File: src/rtl/decode_pipe.sv
// RISC-V decode stage: combinational decode of the incoming word, a registered
// output slot plus one skid entry for backpressure, and saturating statistics.
module decode_pipe #(
    parameter int XLEN  = 32,
    parameter int CNT_W = 16
) (
    input  logic             clk,
    input  logic             reset,
    input  logic             flush,
    input  logic             in_valid,
    output logic             in_ready,
    input  logic [31:0]      in_instr,
    input  logic [XLEN-1:0]  in_pc,
    output logic             out_valid,
    input  logic             out_ready,
    output logic [XLEN-1:0]  out_pc,
    output logic [4:0]       out_rd,
    output logic [4:0]       out_rs1,
    output logic [4:0]       out_rs2,
    output logic [XLEN-1:0]  out_imm,
    output logic [9:0]       out_func,
    output logic [9:0]       out_ctrl,
    output logic             out_illegal,
    output logic [CNT_W-1:0] dec_count,
    output logic [CNT_W-1:0] ill_count
);

    localparam logic [6:0] OP_R      = 7'b0110011;
    localparam logic [6:0] OP_I      = 7'b0010011;
    localparam logic [6:0] OP_LOAD   = 7'b0000011;
    localparam logic [6:0] OP_STORE  = 7'b0100011;
    localparam logic [6:0] OP_BRANCH = 7'b1100011;
    localparam logic [6:0] OP_JAL    = 7'b1101111;
    localparam logic [6:0] OP_JALR   = 7'b1100111;
    localparam logic [6:0] OP_LUI    = 7'b0110111;
    localparam logic [6:0] OP_AUIPC  = 7'b0010111;
    localparam logic [6:0] OP_MISC   = 7'b0001111;
    localparam logic [6:0] OP_SYSTEM = 7'b1110011;

    localparam logic [2:0] IMM_Z = 3'd0;
    localparam logic [2:0] IMM_I = 3'd1;
    localparam logic [2:0] IMM_S = 3'd2;
    localparam logic [2:0] IMM_B = 3'd3;
    localparam logic [2:0] IMM_U = 3'd4;
    localparam logic [2:0] IMM_J = 3'd5;

    typedef struct packed {
        logic [XLEN-1:0] pc;
        logic [4:0]      rd;
        logic [4:0]      rs1;
        logic [4:0]      rs2;
        logic [XLEN-1:0] imm;
        logic [9:0]      func;
        logic [9:0]      ctrl;
        logic            illegal;
    } entry_t;

    logic [2:0]  w_imm_sel;
    logic [9:0]  w_ctrl;
    logic        w_illegal;
    logic [31:0] w_imm32;
    entry_t      w_dec;
    logic        w_accept;
    logic        w_out_fire;

    entry_t           r_out;
    entry_t           r_skid;
    logic             r_out_valid;
    logic             r_skid_valid;
    logic [CNT_W-1:0] r_dec_cnt;
    logic [CNT_W-1:0] r_ill_cnt;

    // Every listed opcode ends in 2'b11, so a bad quadrant lands in default.
    always_comb begin
        w_ctrl    = 10'h000;
        w_imm_sel = IMM_Z;
        w_illegal = 1'b0;
        case (in_instr[6:0])
            OP_R:      w_ctrl = 10'h001;
            OP_I:      begin w_ctrl = 10'h009; w_imm_sel = IMM_I; end
            OP_LOAD:   begin w_ctrl = 10'h00D; w_imm_sel = IMM_I; end
            OP_STORE:  begin w_ctrl = 10'h00A; w_imm_sel = IMM_S; end
            OP_BRANCH: begin w_ctrl = 10'h028; w_imm_sel = IMM_B; end
            OP_JAL:    begin w_ctrl = 10'h019; w_imm_sel = IMM_J; end
            OP_JALR:   begin w_ctrl = 10'h119; w_imm_sel = IMM_I; end
            OP_LUI:    begin w_ctrl = 10'h089; w_imm_sel = IMM_U; end
            OP_AUIPC:  begin w_ctrl = 10'h049; w_imm_sel = IMM_U; end
            OP_MISC:   w_ctrl = 10'h200;
            OP_SYSTEM: w_ctrl = 10'h200;
            default:   w_illegal = 1'b1;
        endcase
    end

    always_comb begin
        w_imm32 = 32'h0;
        case (w_imm_sel)
            IMM_I: w_imm32 = {{20{in_instr[31]}}, in_instr[31:20]};
            IMM_S: w_imm32 = {{20{in_instr[31]}}, in_instr[31:25], in_instr[11:7]};
            IMM_B: w_imm32 = {{20{in_instr[31]}}, in_instr[7], in_instr[30:25],
                              in_instr[11:8], 1'b0};
            IMM_U: w_imm32 = {in_instr[31:12], 12'h000};
            IMM_J: w_imm32 = {{12{in_instr[31]}}, in_instr[19:12], in_instr[20],
                              in_instr[30:21], 1'b0};
            default: w_imm32 = 32'h0;
        endcase
    end

    always_comb begin
        w_dec.pc      = in_pc;
        w_dec.rd      = w_ctrl[0] ? in_instr[11:7] : 5'd0;
        w_dec.rs1     = in_instr[19:15];
        w_dec.rs2     = in_instr[24:20];
        w_dec.imm     = XLEN'($signed(w_imm32));
        w_dec.func    = {in_instr[31:25], in_instr[14:12]};
        w_dec.ctrl    = w_ctrl;
        w_dec.illegal = w_illegal;
    end

    assign in_ready   = !r_skid_valid && !reset;
    assign w_accept   = in_valid && in_ready && !flush;
    assign w_out_fire = r_out_valid && out_ready;

    // The output slot refills whenever it is empty or draining; the skid entry
    // only catches an accept that arrives while the output is stalled.
    always_ff @(posedge clk) begin
        if (reset) begin
            r_out_valid  <= 1'b0;
            r_skid_valid <= 1'b0;
            r_out        <= '0;
            r_skid       <= '0;
        end else if (flush) begin
            r_out_valid  <= 1'b0;
            r_skid_valid <= 1'b0;
        end else if (!r_out_valid || out_ready) begin
            if (r_skid_valid) begin
                r_out        <= r_skid;
                r_out_valid  <= 1'b1;
                r_skid_valid <= w_accept;
                if (w_accept) begin
                    r_skid <= w_dec;
                end
            end else begin
                r_out_valid <= w_accept;
                if (w_accept) begin
                    r_out <= w_dec;
                end
            end
        end else if (w_accept) begin
            r_skid       <= w_dec;
            r_skid_valid <= 1'b1;
        end
    end

    always_ff @(posedge clk) begin
        if (reset) begin
            r_dec_cnt <= '0;
            r_ill_cnt <= '0;
        end else if (!flush && w_out_fire) begin
            if (r_dec_cnt != {CNT_W{1'b1}}) begin
                r_dec_cnt <= r_dec_cnt + 1'b1;
            end
            if (r_out.illegal && (r_ill_cnt != {CNT_W{1'b1}})) begin
                r_ill_cnt <= r_ill_cnt + 1'b1;
            end
        end
    end

    assign out_valid   = r_out_valid;
    assign out_pc      = r_out.pc;
    assign out_rd      = r_out.rd;
    assign out_rs1     = r_out.rs1;
    assign out_rs2     = r_out.rs2;
    assign out_imm     = r_out.imm;
    assign out_func    = r_out.func;
    assign out_ctrl    = r_out.ctrl;
    assign out_illegal = r_out.illegal;
    assign dec_count   = r_dec_cnt;
    assign ill_count   = r_ill_cnt;

endmodule

File: config.mk
export PLATFORM = sky130hd
export DESIGN_NAME = decode_pipe
export DESIGN_NICKNAME = d
export VERILOG_FILES = /design/src/rtl/decode_pipe.sv
export SDC_FILE = /design/constraint.sdc
export NUM_CORES = 1
export LEC_CHECK = 0
export BUFFER_PORTS_ARGS = -buffer_cell sky130_fd_sc_hd__buf_2
export CORE_ASPECT_RATIO = 0.9
export CORE_MARGIN = 2
export CORE_UTILIZATION = 57
export CTS_BUF_LIST = sky130_fd_sc_hd__clkbuf_4 sky130_fd_sc_hd__clkbuf_8
export CTS_CLUSTER_SIZE = 8
export DETAILED_ROUTE_END_ITERATION = 6
export PLACE_DENSITY = 0.88
export SYNTH_ARGS = -nofsm -noshare
export SYNTH_HDL_FRONTEND = slang
export SYNTH_SLANG_ARGS = --single-unit
export TNS_END_PERCENT = 10
File: constraint.sdc
create_clock -name clk -period 2.2 [get_ports clk]
set_input_delay 0.11 -clock clk [delete_from_list [all_inputs] [get_ports clk]]
set_output_delay 0.11 -clock clk [all_outputs]
set_load 0.02 [all_outputs]
---- Yosys cells after proc, flatten, opt, wreduce, memory -nomap -nowiden ----
Index checks and enable logic that the tools add are counted.
operators by class
  shift-type cells ........................ 0
  bitwise logic cells ..................... 1
  $lt $le $gt $ge ......................... 0
  reduce and logical (&&, ||, !) cells .... 22
  div/mod/pow operators ................... 0
  $mul .................................... 0
  mux-type cells .......................... 14
  add/subtract/negate cells ............... 2
  equality and inequality tests ........... 19
operators with widths
  cell                   number
  $mux 100               5
  $pmux 32 s5            1
  $pmux 10 s10           1
  $add 16x1->16 const B  2
  $ne 16x16->1 const B   2
  $eq 7x7->1 const B     4
  $eq 7x6->1 const B     3
  $pmux 3 s5             1
  $eq 7x5->1 const B     2
  $reduce_or 11->1       1
  $eq 7x2->1 const B     1
  $eq 7x4->1 const B     1
  $eq 3x2->1 const B     2
  $eq 3x3->1 const B     2
  $logic_and 1x1->1      6
  $reduce_and 2->1       3
  $reduce_or 2->1        3
  $mux 1                 5
  $mux 5                 1
  $logic_not 1->1        4
  $reduce_bool 2->1      2
  $eq 3x1->1 const B     1
  $reduce_and 3->1       1
  $reduce_or 3->1        1
  3 further kinds        3
word-level totals
  register bits ........................... 234
  memory bits (read-only) ................. 0
  memories kept ........................... 0
  RAM bits ................................ 0
  output and inout bits ................... 134
  latch bits .............................. 0
  logic and storage cells ................. 78

---- Depth between registers and ports, before layout ----
  depth in word-level cells ............... 8
  depth in mapped cells ................... 8
  gate-level depth less buffers ........... 6

---- Worst setup path after synthesis ----
OpenSTA, ideal clock, no wires.
  kind .................................... register to register
  start point ............................. register r_out_valid (netlist: out_valid)
  end point ............................... register r_skid[4] (netlist name)
  stages on the path, launching flop included .. 9
  buffers on the path ..................... 4
  path slack .............................. 0.350 ns
  data arrival time ....................... 1.723 ns
  period minus slack after synthesis ...... 1.850 ns
  path through ............................ dfxtp_1 > nand2b_1 > buf_2 > or4_1 > buf_2 > buf_6 > buf_2 > a21oi_1 > nor2_1
on the way
  longest elaborated chain between the ends .. 4
  elaborated cells on any way between the ends .. 5
ends and longest elaborated chain
  item                        RTL line  RTL
  from (decl)                 68        logic r_out_valid;
  from (signal assigned)      143       r_out_valid <= w_accept;
  $logic_not 1->1 *           134       end else if (!r_out_valid || out_ready) begin
  $logic_or 1x1->1 *          134
  $ne 2x2->1 (no line)        -
  $reduce_and 2->1 (no line)  -
  to (signal assigned)        140       r_skid <= w_dec;
  to (signal assigned)        149       r_skid <= w_dec;
  to (decl)                   67        entry_t r_skid;
Every way passes the cells marked *; elsewhere a longest branch is shown, timed or not.
A chain may end at the register's enable or synchronous reset.

---- Worst setup path after layout ----
  start point ............................. input port reset
  end point ............................... register r_out (netlist bit out_pc[26])
on the way
  longest elaborated chain between the ends .. 6
ends and longest elaborated chain
  item                            RTL line  RTL
  from (decl)                     8         input logic reset,
  $logic_not 1->1                 119       assign in_ready = !r_skid_valid && !reset;
  $logic_and 1x1->1               119
  $logic_and 1x1->1 (2 in a row)  120       assign w_accept = in_valid && in_ready && !flush;
  $reduce_bool 2->1 (no line)     -
  $reduce_and 3->1 (no line)      -
  to (signal assigned)            136       r_out <= r_skid;
  to (signal assigned)            145       r_out <= w_dec;
  to (decl)                       66        entry_t r_out;
Several ways; a longest one is shown, not always the timed one.

==> flow_metrics.env <==
export IMPL_clockBufferDepth=3
export IMPL_fin_util=0.733
export IMPL_min_path_type="primary input to flop"
export IMPL_firstDrtPassIters=5
export IMPL_grt_overflow_total=0
export IMPL_grt_first_pass_wirelength_mm=46.2
export IMPL_rows=45
export IMPL_synthMuxAreaShare=0.0544
export IMPL_clockPowerShare=0.409
export IMPL_dieWidth_um=143
export IMPL_pin_count=203
export IMPL_io_buffers=202
export IMPL_setup_viol=0
export IMPL_cap_violations=0
export IMPL_p_comb_frac=0.094
export IMPL_cts_buffers=38
export IMPL_root_buffer="clkbuf_8"
export IMPL_maxSlewHeadroom=0.370
export IMPL_place_area_um2=11100
export IMPL_clock_sinks=234
export IMPL_cp_arrival_ns=2.42
export IMPL_setup_ws_ns=0.201
export IMPL_synth_area_leaders="dfxtp_1, nand2_1, a211oi_1"
export IMPL_synth_edf_count=0
export IMPL_startpoint_type="primary input"
export IMPL_seq_power_share=0.497
export IMPL_path_class="primary input to flop"
export IMPL_final_fill_count=1173
export IMPL_htreeDepth=2
export IMPL_syn_num_nets=1242
export IMPL_rsz0062_at_grt="no"
export IMPL_worstRegToRegCells=7
export IMPL_finalNetCount=1473
export IMPL_cts_setup_buffers=0
export IMPL_fin_crit_sh=0.909
export IMPL_core_area_um2=16900
export IMPL_antenna_found_initial=2
export IMPL_hold_violations=0
export IMPL_fin_skew_ns=0.0108
export IMPL_hpwlAfterDp_mm=17.4
export IMPL_syn_inst=1171
export IMPL_synth_fa_ha_area_frac=0.00252
export IMPL_via_per_inst=5.95
export IMPL_status="finished, final reports clean"
export IMPL_gp_congestion=0.917
export IMPL_drc_errors=0
export IMPL_period_minus_slack_ns=2.00
export IMPL_syn_avg_cell_area_um2=8.49
export IMPL_powerDensity_nw_per_um2=710
export IMPL_max_freq_mhz=500
export IMPL_grt_max_degree=99
export IMPL_synth_xor_area_frac=0.0220
export IMPL_synth_top_area_cell="dfxtp_1"
export IMPL_synth_seq_cells=234
export IMPL_synth_top_family_by_area="simple AND/OR/NAND/NOR gates"
export IMPL_die_area_um2=18500
export IMPL_drive_above_1_share=0.218
export IMPL_cts_tree="done"
export IMPL_slew_violations=0
export IMPL_drtIter0Drc=835
export IMPL_finalSetupTns_ns=0
export IMPL_drt_total_wl_mm=29.2
export IMPL_fp_dieH_um=129
export IMPL_whs_path_depth=4
export IMPL_synth_top_area_frac=0.471
export IMPL_p_int_mw=6.60
export IMPL_synthArstFlopShare=0
export IMPL_dpl_worst_slack_ns=0.299
export IMPL_netlist_area_um2=9940
export IMPL_synth_simple_gate_area_frac=0.205
export IMPL_clkTransAtPathRegs_ns=0.06
export IMPL_synth_seq_area_share=0.471
export IMPL_stdcell_area_um2=12400
export IMPL_start_util=0.586
export IMPL_synth_distinct_cells=64
export IMPL_p_sw_frac=0.251
export IMPL_ys_flop_type="dfxtp_1"
export IMPL_wire_per_inst_um=17.6
export IMPL_final_common_cell="dfxtp_1"
export IMPL_cp_max_fo=30
export IMPL_cp_required_ns=2.62
export IMPL_track_usage=0.306
export IMPL_clk_latency_ns=0.52
export IMPL_worst_pin_slew_ns=0.942
export IMPL_cp_end_kind="flop"
export IMPL_area_growth_pct=25.0
export IMPL_power_switching_mw=2.21
export IMPL_synth_compound_area_frac=0.194
export IMPL_first_global_vias=9379
export IMPL_leakagePower_nw=4.66
export IMPL_ant_nets=0
export IMPL_routed_via_count=9848
export IMPL_final_cell_mix="dfxtp_1, buf_2, nand2_1"
export IMPL_ys_warnings_count=0
export IMPL_ir_worst_vdd_mv=0.569
[synth_stat cells, types with 3 or more instances]
library cell  number
nand2_1          185
clkbuf_1          53
nor4_1             7
or3_1              4
o22ai_1           10
nand3_1           37
dfxtp_1          234
o221a_2           11
o21ai_0           21
a311oi_1           4
buf_2             41
a221o_1            4
a211oi_1          79
nor2b_1            3
and3_1            11
a21oi_1          112
nor2_1           135
and2_1             6
nand2b_1           3
nor3_1            38
xnor2_1           25
nand4_1            7
a221oi_1          21
o211ai_1           5
inv_1             10
mux2i_1           54
[logic make-up (layout without fill, tap and decap cells)]
logic type,after synthesis,count (layout)
AND/OR/NAND/NOR,458,458
AO/OA/AOI/OAI,286,286
other,0,2
adder cells (fa/ha/maj),2,2
XOR/XNOR,25,25
multiplexers,54,54
buffers and inverters,112,360
flip-flops,234,234
[worst max-delay path: stages]
cell,delay (ns)
dlygate4sd3_1,0.57
buf_6,0.19
nor2b_1,0.23
o211a_4,0.22
buf_4,0.32
buf_4,0.38
nor2_1,0.09
a211oi_1,0.28
[final cells by class]
| cell class | instances | area, um2 | area share |
|---|---|---|---|
| clock buffers | 55 | 682 | 0.0549 |
| repair buffers | 292 | 1920 | 0.155 |
| inverters | 11 | 41.3 | 0.00332 |
| multi-input cells | 825 | 4770 | 0.384 |
| flip-flops and latches | 234 | 4690 | 0.377 |
| clock inverters | 2 | 12.5 | 0.00101 |
| well taps | 235 | 294 | 0.0237 |
| diodes | 2 | 5.00 | 0.000403 |
[power groups by stage]
| stage | combinational [mW] | clock (mW) | sequential, mW |
|---|---|---|---|
| floorplan | 0.335 | 0 | 4.57 |
| global placement | 0.700 | 0 | 4.47 |
| detailed placement | 0.715 | 0 | 4.47 |
| CTS | 0.806 | 3.62 | 4.38 |
| global route | 0.887 | 3.83 | 4.39 |
| finish | 0.829 | 3.60 | 4.38 |
[registers in the layout, summed over array words and instances, names as in the netlist]
register and cells:
out_imm 32, out_pc 32, ill_count 16, out_rd 5
out_illegal 1, r_skid 100, out_rs1 5, r_skid_valid 1
dec_count 16, out_func 10, out_ctrl 10, out_valid 1
out_rs2 5
[path summary, 6_finish.rpt]
path,from,end,slack [ns]
worst max-delay path,reset,out_pc[26]$_SDFFE_PP0P_,0.20
worst min register to register,r_skid[84]$_SDFFE_PP0P_,r_skid[84]$_SDFFE_PP0P_,0.45
worst max register to register,out_valid$_SDFFE_PP0N_,out_pc[26]$_SDFFE_PP0P_,0.20
worst min-delay path,in_instr[4],r_skid[3]$_SDFFE_PP0P_,0.07
[repair_timing]
action                                 in CTS  in global routing
hold buffers                               62                  0
gates resized for setup                     0                  0
endpoints found under the hold margin     148                  0
[metrics by stage]
stage / cells / power [mW] / hold slack (ns)
2_1_floorplan: 1171 / 4.91 / 0.188
5_1_grt: 1656 / 9.11 / 0.0622
3_5_place_dp: 1535 / 5.19 / 0.369
6_report: 1656 / 8.82 / 0.0684
3_3_place_gp: 1535 / 5.17 / 0.361
4_1_cts: 1654 / 8.81 / 0.0383
[routing by layer]
metal / vias to the layer above / share of wire / track usage
met5: - / 0 / 0
met1: 4660 / 0.41 / 0.394
li1: 4628 / - / -
met4: 0 / 0.038 / 0.134
met3: 103 / 0.080 / 0.0710
met2: 457 / 0.47 / 0.496
(Power assumes the default switching activity.)
